### config.mk
export PLATFORM = sky130hd
export DESIGN_NAME = ar_rx_multi
export DESIGN_NICKNAME = d
export VERILOG_FILES = /design/src/rtl/ar_rx_multi.sv
export SDC_FILE = /design/constraint.sdc
export NUM_CORES = 1
export LEC_CHECK = 0
export ABC_CLOCK_PERIOD_IN_PS = 10200
export BUFFER_PORTS_ARGS = -buffer_cell sky130_fd_sc_hd__buf_2
export CORE_MARGIN = 5
export CORE_UTILIZATION = 50
export CTS_BUF_LIST = sky130_fd_sc_hd__clkbuf_16
export CTS_CLUSTER_SIZE = 24
export DETAILED_ROUTE_END_ITERATION = 8
export MAX_ROUTING_LAYER = met4
export PLACE_DENSITY = 0.77
export SYNTH_ARGS = -nofsm -noshare
export SYNTH_HDL_FRONTEND = slang
export SYNTH_SLANG_ARGS = --single-unit
### constraint.sdc
create_clock -name clk -period 10.2 [get_ports clk]
set_clock_uncertainty 0.1 [all_clocks]
set_input_delay 3.06 -clock clk [delete_from_list [all_inputs] [get_ports clk]]
set_output_delay 3.06 -clock clk [all_outputs]
set_load 0.01 [all_outputs]
### src/rtl/ar_rx_multi.sv
// ARINC 429 multi-rate receiver.
// Synchronizes and decodes the HI/LO line pair, validates the pulse and null
// widths of each bit cell, assembles 32-bit words, checks odd parity and
// queues the words in a first-word-fall-through FIFO.
module ar_rx_multi #(
  parameter int FCLK     = 50000000,
  parameter int TOL      = 25,
  parameter int DEPTH    = 8,
  parameter int PAR_DROP = 0
) (
  input  logic                   clk,
  input  logic                   rst,
  input  logic                   in1,
  input  logic                   in0,
  input  logic [1:0]             mode,
  input  logic                   rx_ready,
  output logic                   rx_valid,
  output logic [31:0]            rx_data,
  output logic                   rx_perr,
  output logic [$clog2(DEPTH):0] rx_level,
  output logic                   ovf,
  output logic [7:0]             err_cnt
);

  localparam int AW   = $clog2(DEPTH);
  localparam int LW   = AW + 1;
  // Counters must hold the longest interval of interest: the 12.5 kb/s gap.
  localparam int G0_I = 2 * (FCLK / 12500);
  localparam int CW   = $clog2(G0_I + 1) + 1;

  localparam logic [CW-1:0] H0    = CW'((FCLK / 12500) / 2);
  localparam logic [CW-1:0] H1    = CW'((FCLK / 50000) / 2);
  localparam logic [CW-1:0] H2    = CW'((FCLK / 100000) / 2);
  localparam logic [CW-1:0] G0    = CW'(2 * (FCLK / 12500));
  localparam logic [CW-1:0] G1    = CW'(2 * (FCLK / 50000));
  localparam logic [CW-1:0] G2    = CW'(2 * (FCLK / 100000));
  localparam logic [CW-1:0] TOL_C = CW'(TOL);

  typedef enum logic [1:0] {
    S_WAIT_GAP,
    S_IDLE,
    S_PULSE,
    S_NULL
  } state_t;

  // ---------------------------------------------------------------------------
  // Input synchronizer and line decode
  // ---------------------------------------------------------------------------
  logic [1:0] sync1_reg, sync2_reg;
  logic       sym_hi, sym_lo, sym_null;

  // Two-flop synchronizer for the asynchronous line pair {in1, in0}.
  always_ff @(posedge clk) begin
    if (rst) begin
      sync1_reg <= 2'b00;
      sync2_reg <= 2'b00;
    end else begin
      sync1_reg <= {in1, in0};
      sync2_reg <= sync1_reg;
    end
  end

  assign sym_hi   = (sync2_reg == 2'b10);
  assign sym_lo   = (sync2_reg == 2'b01);
  assign sym_null = (sync2_reg == 2'b00);

  // ---------------------------------------------------------------------------
  // Receive FSM
  // ---------------------------------------------------------------------------
  state_t        state_reg, state_next;
  logic [CW-1:0] cnt_reg, cnt_next;
  logic [5:0]    bit_cnt_reg, bit_cnt_next;
  logic          bit_val_reg, bit_val_next;
  logic [31:0]   shift_reg, shift_next;
  logic [1:0]    mode_reg, mode_next;

  logic [CW-1:0] h_sel, g_sel, h_min, h_max, cnt_inc;
  logic          width_ok;
  logic          frame_err, word_done;
  logic [31:0]   word_full;
  logic          par_ok;

  // Half-bit width follows the mode latched at word start; the gap length
  // follows the live mode because it decides when the next word may start.
  always_comb begin
    h_sel = H2;
    g_sel = G2;
    case (mode_reg)
      2'd0:    h_sel = H0;
      2'd1:    h_sel = H1;
      default: h_sel = H2;
    endcase
    case (mode)
      2'd0:    g_sel = G0;
      2'd1:    g_sel = G1;
      default: g_sel = G2;
    endcase
  end

  assign h_min     = h_sel - TOL_C;
  assign h_max     = h_sel + TOL_C;
  assign cnt_inc   = (cnt_reg == '1) ? cnt_reg : cnt_reg + 1'b1;
  assign width_ok  = (cnt_reg >= h_min) && (cnt_reg <= h_max);
  assign word_full = {bit_val_reg, shift_reg[31:1]};
  assign par_ok    = ^word_full;

  // State register for the receive FSM.
  always_ff @(posedge clk) begin
    if (rst) begin
      state_reg   <= S_WAIT_GAP;
      cnt_reg     <= '0;
      bit_cnt_reg <= '0;
      bit_val_reg <= 1'b0;
      shift_reg   <= '0;
      mode_reg    <= 2'd0;
    end else begin
      state_reg   <= state_next;
      cnt_reg     <= cnt_next;
      bit_cnt_reg <= bit_cnt_next;
      bit_val_reg <= bit_val_next;
      shift_reg   <= shift_next;
      mode_reg    <= mode_next;
    end
  end

  // Next-state logic: width checks, bit assembly and framing errors.
  always_comb begin
    state_next   = state_reg;
    cnt_next     = cnt_reg;
    bit_cnt_next = bit_cnt_reg;
    bit_val_next = bit_val_reg;
    shift_next   = shift_reg;
    mode_next    = mode_reg;
    frame_err    = 1'b0;
    word_done    = 1'b0;

    case (state_reg)
      S_WAIT_GAP: begin
        // Any activity (or a disabled receiver) restarts the gap count.
        if (mode == 2'd3 || !sym_null) begin
          cnt_next = '0;
        end else if (cnt_inc >= g_sel) begin
          state_next = S_IDLE;
          cnt_next   = '0;
        end else begin
          cnt_next = cnt_inc;
        end
      end

      S_IDLE: begin
        mode_next = mode;
        cnt_next  = '0;
        if (mode == 2'd3) begin
          state_next = S_WAIT_GAP;
        end else if (sym_hi || sym_lo) begin
          state_next   = S_PULSE;
          cnt_next     = CW'(1);
          bit_cnt_next = '0;
          bit_val_next = sym_hi;
        end
      end

      S_PULSE: begin
        if (sym_null) begin
          if (width_ok) begin
            shift_next   = word_full;
            bit_cnt_next = bit_cnt_reg + 6'd1;
            cnt_next     = CW'(1);
            if (bit_cnt_reg == 6'd31) begin
              word_done  = 1'b1;
              state_next = S_WAIT_GAP;
            end else begin
              state_next = S_NULL;
            end
          end else begin
            frame_err = 1'b1;
          end
        end else if ((sym_hi && bit_val_reg) || (sym_lo && !bit_val_reg)) begin
          // Abort as soon as the pulse outgrows the window.
          if (cnt_reg >= h_max) begin
            frame_err = 1'b1;
          end else begin
            cnt_next = cnt_inc;
          end
        end else begin
          frame_err = 1'b1;
        end
      end

      S_NULL: begin
        if (sym_null) begin
          if (cnt_reg >= h_max) begin
            frame_err = 1'b1;
          end else begin
            cnt_next = cnt_inc;
          end
        end else if (sym_hi || sym_lo) begin
          if (width_ok) begin
            state_next   = S_PULSE;
            cnt_next     = CW'(1);
            bit_val_next = sym_hi;
          end else begin
            frame_err = 1'b1;
          end
        end else begin
          frame_err = 1'b1;
        end
      end

      default: state_next = S_WAIT_GAP;
    endcase

    if (frame_err) begin
      state_next = S_WAIT_GAP;
      cnt_next   = '0;
    end
  end

  // ---------------------------------------------------------------------------
  // Word hand-off and error counter
  // ---------------------------------------------------------------------------
  logic        push_reg;
  logic [31:0] push_data_reg;
  logic        push_perr_reg;
  logic [7:0]  err_cnt_reg;
  logic        err_inc;

  assign err_inc = frame_err || (word_done && !par_ok);

  // Register the completed word for the FIFO; bad-parity words may be dropped.
  always_ff @(posedge clk) begin
    if (rst) begin
      push_reg      <= 1'b0;
      push_data_reg <= '0;
      push_perr_reg <= 1'b0;
    end else begin
      push_reg      <= word_done && (par_ok || (PAR_DROP == 0));
      push_data_reg <= word_full;
      push_perr_reg <= !par_ok;
    end
  end

  // Saturating count of framing and parity errors.
  always_ff @(posedge clk) begin
    if (rst) begin
      err_cnt_reg <= '0;
    end else if (err_inc && (err_cnt_reg != 8'hFF)) begin
      err_cnt_reg <= err_cnt_reg + 8'd1;
    end
  end

  assign err_cnt = err_cnt_reg;

  // ---------------------------------------------------------------------------
  // First-word-fall-through FIFO
  // ---------------------------------------------------------------------------
  logic [32:0]   mem [DEPTH];
  logic [AW-1:0] wr_ptr_reg, rd_ptr_reg;
  logic [LW-1:0] level_reg;
  logic [32:0]   head;
  logic          ovf_reg;
  logic          full, pop, wr_en;

  assign full  = (level_reg == LW'(DEPTH));
  assign pop   = rx_valid && rx_ready;
  // When full, a push is only taken if a pop frees a slot in the same cycle.
  assign wr_en = push_reg && (!full || pop);

  // Storage array; {perr, data} per entry.
  always_ff @(posedge clk) begin
    if (wr_en) begin
      mem[wr_ptr_reg] <= {push_perr_reg, push_data_reg};
    end
  end

  // Pointers, occupancy and the sticky overflow flag.
  always_ff @(posedge clk) begin
    if (rst) begin
      wr_ptr_reg <= '0;
      rd_ptr_reg <= '0;
      level_reg  <= '0;
      ovf_reg    <= 1'b0;
    end else begin
      if (wr_en) begin
        wr_ptr_reg <= wr_ptr_reg + 1'b1;
      end
      if (pop) begin
        rd_ptr_reg <= rd_ptr_reg + 1'b1;
      end
      case ({wr_en, pop})
        2'b10:   level_reg <= level_reg + 1'b1;
        2'b01:   level_reg <= level_reg - 1'b1;
        default: level_reg <= level_reg;
      endcase
      if (push_reg && full && !pop) begin
        ovf_reg <= 1'b1;
      end
    end
  end

  assign head     = mem[rd_ptr_reg];
  assign rx_valid = (level_reg != '0);
  assign rx_data  = rx_valid ? head[31:0] : 32'd0;
  assign rx_perr  = rx_valid ? head[32] : 1'b0;
  assign rx_level = level_reg;
  assign ovf      = ovf_reg;

endmodule

Word level (Yosys, flattened, before mapping) --
Memory sizes are Yosys's and may differ from the RTL's. A register that Yosys moved wholly into a read port is not among the register bits. Cells that the tools add are included.
Storage, ports and cells: register bits after elaboration 114, bits in writable memories 264, bits of input ports 7, word-level logic and storage cells 144, memories kept 1
Memories:
- mem | depth 8, bits a word 33, read ports 1, clocked after memory_dff 1, write ports 1, RTL line 257 | logic [32:0] mem [DEPTH];
Operators by class: add/sub/neg operators 9, $lt $le $gt $ge 4, equality and inequality tests 26, multiplexer cells 54, reduce and logical (&&, ||, !) cells 34
Operators with widths (number):
- $mux 14 | 9
- $pmux 14 s4 | 1
- $ge 14x14->1 | 3
- $mux 32 | 1
- $reduce_xor 32->1 | 1
- $pmux 13 s2 | 1
- $mux 6 | 4
- $pmux 11 s2 | 1
- $mux 1 | 20
- $mux 2 | 10
- $ne 2x2->1 const B | 9
- $add 14x1->14 const B | 1
- $add 14x5->14 const B | 1
- $eq 14x14->1 const B | 1
- $le 14x14->1 | 1
- $sub 14x5->14 const B | 1
- $pmux 6 s2 | 1
- $eq 2x1->1 const B | 5
- $eq 2x2->1 const B | 5
- $logic_and 1x1->1 | 9
- $ne 3x3->1 const B | 3
- $add 8x1->8 const B | 1
- $logic_not 2->1 | 4
- $ne 8x8->1 const B | 1
- 20 further kinds | 33

Depth between registers and ports, before layout --
word-level depth 11, depth in mapped cells 15, mapped depth without buffers 15

Least setup slack after synthesis --
No wires, ideal clock.
path kind in2reg, start input port rx_ready, end memory mem[0][0] (enable), library setup time 0.464 ns, data arrival time 5.758 ns, data required time 9.636 ns, setup slack 3.878 ns, cell stages on the path 4, path buffers 0, cells stage by stage nand3b_1 -> and2_1 -> nand2b_1 -> nor3_1
Between the ends: cells in the longest elaborated chain, start to end 5
RTL lines:
- start: declaration | RTL line 16 | input logic rx_ready,
- $logic_and 1x1->1 | RTL line 265 | assign pop = rx_valid && rx_ready;
- $logic_or 1x1->1 | RTL line 267 | assign wr_en = push_reg && (!full || pop);
- $logic_and 1x1->1 | RTL line 267
- $mux 1 | RTL line 271 | if (wr_en) begin
- $mux 1 (not written as such) | RTL line 272 | mem[wr_ptr_reg] <= {push_perr_reg, push_data_reg};
- end: declaration | RTL line 257
Every way passes these cells.

==> out/metrics.yaml <==
status:
  status: "finished clean"
clock_network:
  cts_hold_buf: 0
  cts_tree: "built"
  numCtsBuffers: 39
  clk-insertion-delay-late_ns: 0.54
  cts_htree_levels: 2
  cts.sinks: 380
  cts_max_path_buffers: 3
  cts-resized-gates: 0
  clockRootBuffer: "clkbuf_16"
  post-cts-setup-buffers: 0
  cts.clk_slew.worst_paths_ns: 0.06
yosys:
  synth_top_area_share: 0.5049
  synthFlopType: "edfxtp_1"
  synth_commonest_cells: "edfxtp_1 (264), dfxtp_1 (116), nor2_1 (94), mux4_2 (66), nor2b_1 (46)"
  synthTopCellsByArea: "edfxtp_1 (50%), dfxtp_1 (15%), mux4_2 (9.5%)"
  ys_seq_area_frac: 0.6529
  synth.most_common_cell: "edfxtp_1"
  synth_seq_cells: 380
  yosys_warnings: 0
  yosys.area.top_type: "edfxtp_1"
  async_reset_ff_frac: 0
  netlist_area_um2: 15700
  synthesis.nets: 1084
  synth-edff-count: 264
  synth_cell_types: 73
  syn_inst: 1037
  syn_avg_cell_area_um2: 15.14
setup_path:
  critical_path_arrival_ns: 3.07
  worst-path-max-fanout: 47
  crit_path_end_kind: "primary output"
  rrSetupSlack_ns: 5.81
  crit_path_start_kind: "flop"
  regToRegEndpoint: "cnt_reg[1]"
  crit_path_end: "rx_data[1]"
  reg2regPathDepth: 14
  crit_type: "reg -> out"
  r2r-start: "cnt_reg[5]"
  required_ns: 7.04
timing:
  rsz0062_at_grt: "no"
  fmax_ghz: 0.1606
  slew_headroom: 0.1239
  layout_min_cycle_time_ns: 6.226
  setup_viol: 0
  slew_violations: 0
  report.final.hold_viol_count: 0
  finalCritPeriodShare: 0.6104
  tightest_slew_ns: 1.313
  fin_setup_tns_ns: 0
route:
  wirelength_um: 30670
  via_per_inst: 5.684
  drtAntennaViolNets: 0
  routedWlPerCell_um: 20.14
  dr_total_vias: 8657
  drcViolationCount: 0
  drt_iter0_markers: 597
  first_pass_iters: 5
grt:
  grt_pass1_vias: 8910
  grt_max_degree: 76
  antenna_found_initial: 0
  busiest_layer: "met2"
  grt_pass1_wl_um: 49240
  grt_use_met2: 0.3100
  grt_usage: 0.1805
  grt_overflow: 0
  use_met1: 0.2254
  use_met3: 0.03061
die:
  die-area_um2: 35040
  die_h_um: 187.2
  placementRows: 64
  die_w_um: 187.2
  initial_core_util: 0.5093
  fp.coreArea_um2: 30830
  io_pins: 54
finish:
  diodes: 0
  final_cell_count_no_fill: 1523
  area_growth_pct: 13.25
  largest_register_ffs: 264
  fin_util: 0.5767
  drive_above_1_share: 0.1934
  final_nets: 1143
placed_design:
  gp_congestion: 0.8616
  dp_hpwl_um: 18010
  placed_cells: 1451
  portBuffers: 53
pwr:
  vdd_drop_max_mv: 0.1282
  power_w: 0.003198
  power_density_nw_per_um2: 179.9
  power_leakage_nw: 6.684
job:
  drv_cap: 0
min_path:
  hold_class: "reg -> reg"
cells by family after synthesis:
family	after synthesis	share of synthesized area
other cells	2	0.0004783
buf+inv	71	0.01809
fa+ha+maj	40	0.03236
xor+xnor	48	0.02678
mux	112	0.1246
simple gates	256	0.08201
flops	380	0.6529
compound gates	128	0.06288
layout make-up:
type | count | area, um^2
clock buffer | 39 | 975.9
timing repair buffer | 67 | 370.4
clock inverter | 33 | 370.4
tap | 396 | 495.5
fill | 2292 | 13050
multi-input combinational | 586 | 5230
inverter | 22 | 82.58
sequential | 380 | 10260
per-stage QoR:
step	instance area (um^2)	hold WS, ns	setup slack (ns)
2_1_floorplan	15700	0.3138	3.878
3_3_place_gp	16430	0.3253	4.425
3_5_place_dp	16430	0.3278	4.398
4_1_cts	17780	0.3463	3.831
5_1_grt	17780	0.3607	3.627
6_report	17780	0.3421	3.974
layer usage:
metal	part of all wire	routed length, um	vias up
met1	0.41	12640	4319
met4	0.016	487	0
met5	0	0	-
met2	0.52	15910	218
met3	0.053	1640	39
li1	-	-	4081
worst max-delay path: stages (launching register included):
cell and delay (ns):
dfxtp_4 0.61, buf_4 0.80, mux4_2 0.59, mux2i_1 0.29, nor2_1 0.08, buf_2 0.16
cells in the final DEF (no fill, tap or decap), types with 3 or more instances in the layout:
cell type	count
a211oi_1	5
a211oi_2	6
a21boi_0	3
a21o_1	6
a21oi_1	30
a22oi_1	8
a31oi_1	4
and2_1	5
and3_1	7
buf_2	53
buf_4	14
bufinv_16	7
clkbuf_16	39
clkinv_1	6
clkinv_2	4
dfxtp_1	113
edfxtp_1	264
ha_1	39
inv_1	32
mux2_1	6
mux2i_1	39
mux4_2	66
nand2_1	27
nand2b_1	7
nand3_1	20
nand3b_1	3
nand4_1	9
nor2_1	87
nor2_4	6
nor2b_1	46
nor3_1	16
nor4_1	3
o211ai_1	4
o21ai_0	7
o22a_1	31
or3_1	3
xnor2_1	39
xor2_1	9
report_power, final:
part | switching [W] | internal (W) | leakage, nW | total (W)
clock network | 0.000581 | 0.000881 | 0.689 | 0.00146
logic | 0.0000520 | 0.0000302 | 2.03 | 0.0000821
registers | 0.0000137 | 0.00164 | 3.96 | 0.00165
total | 0.000647 | 0.00255 | 6.68 | 0.00320
how the worst min path moves through the flow:
stage,from,to,slack [ns],cells past startpoint
2_1_floorplan,sync1_reg[0],sync2_reg[0],0.31,1
3_3_place_gp,sync1_reg[0],sync2_reg[0],0.33,1
3_5_place_dp,sync1_reg[1],sync2_reg[1],0.33,1
4_1_cts,sync1_reg[1],sync2_reg[1],0.35,1
5_1_grt,sync1_reg[1],sync2_reg[1],0.36,1
6_report,sync1_reg[1],sync2_reg[1],0.34,1
Note: power is estimated with default switching activity, not from simulation.
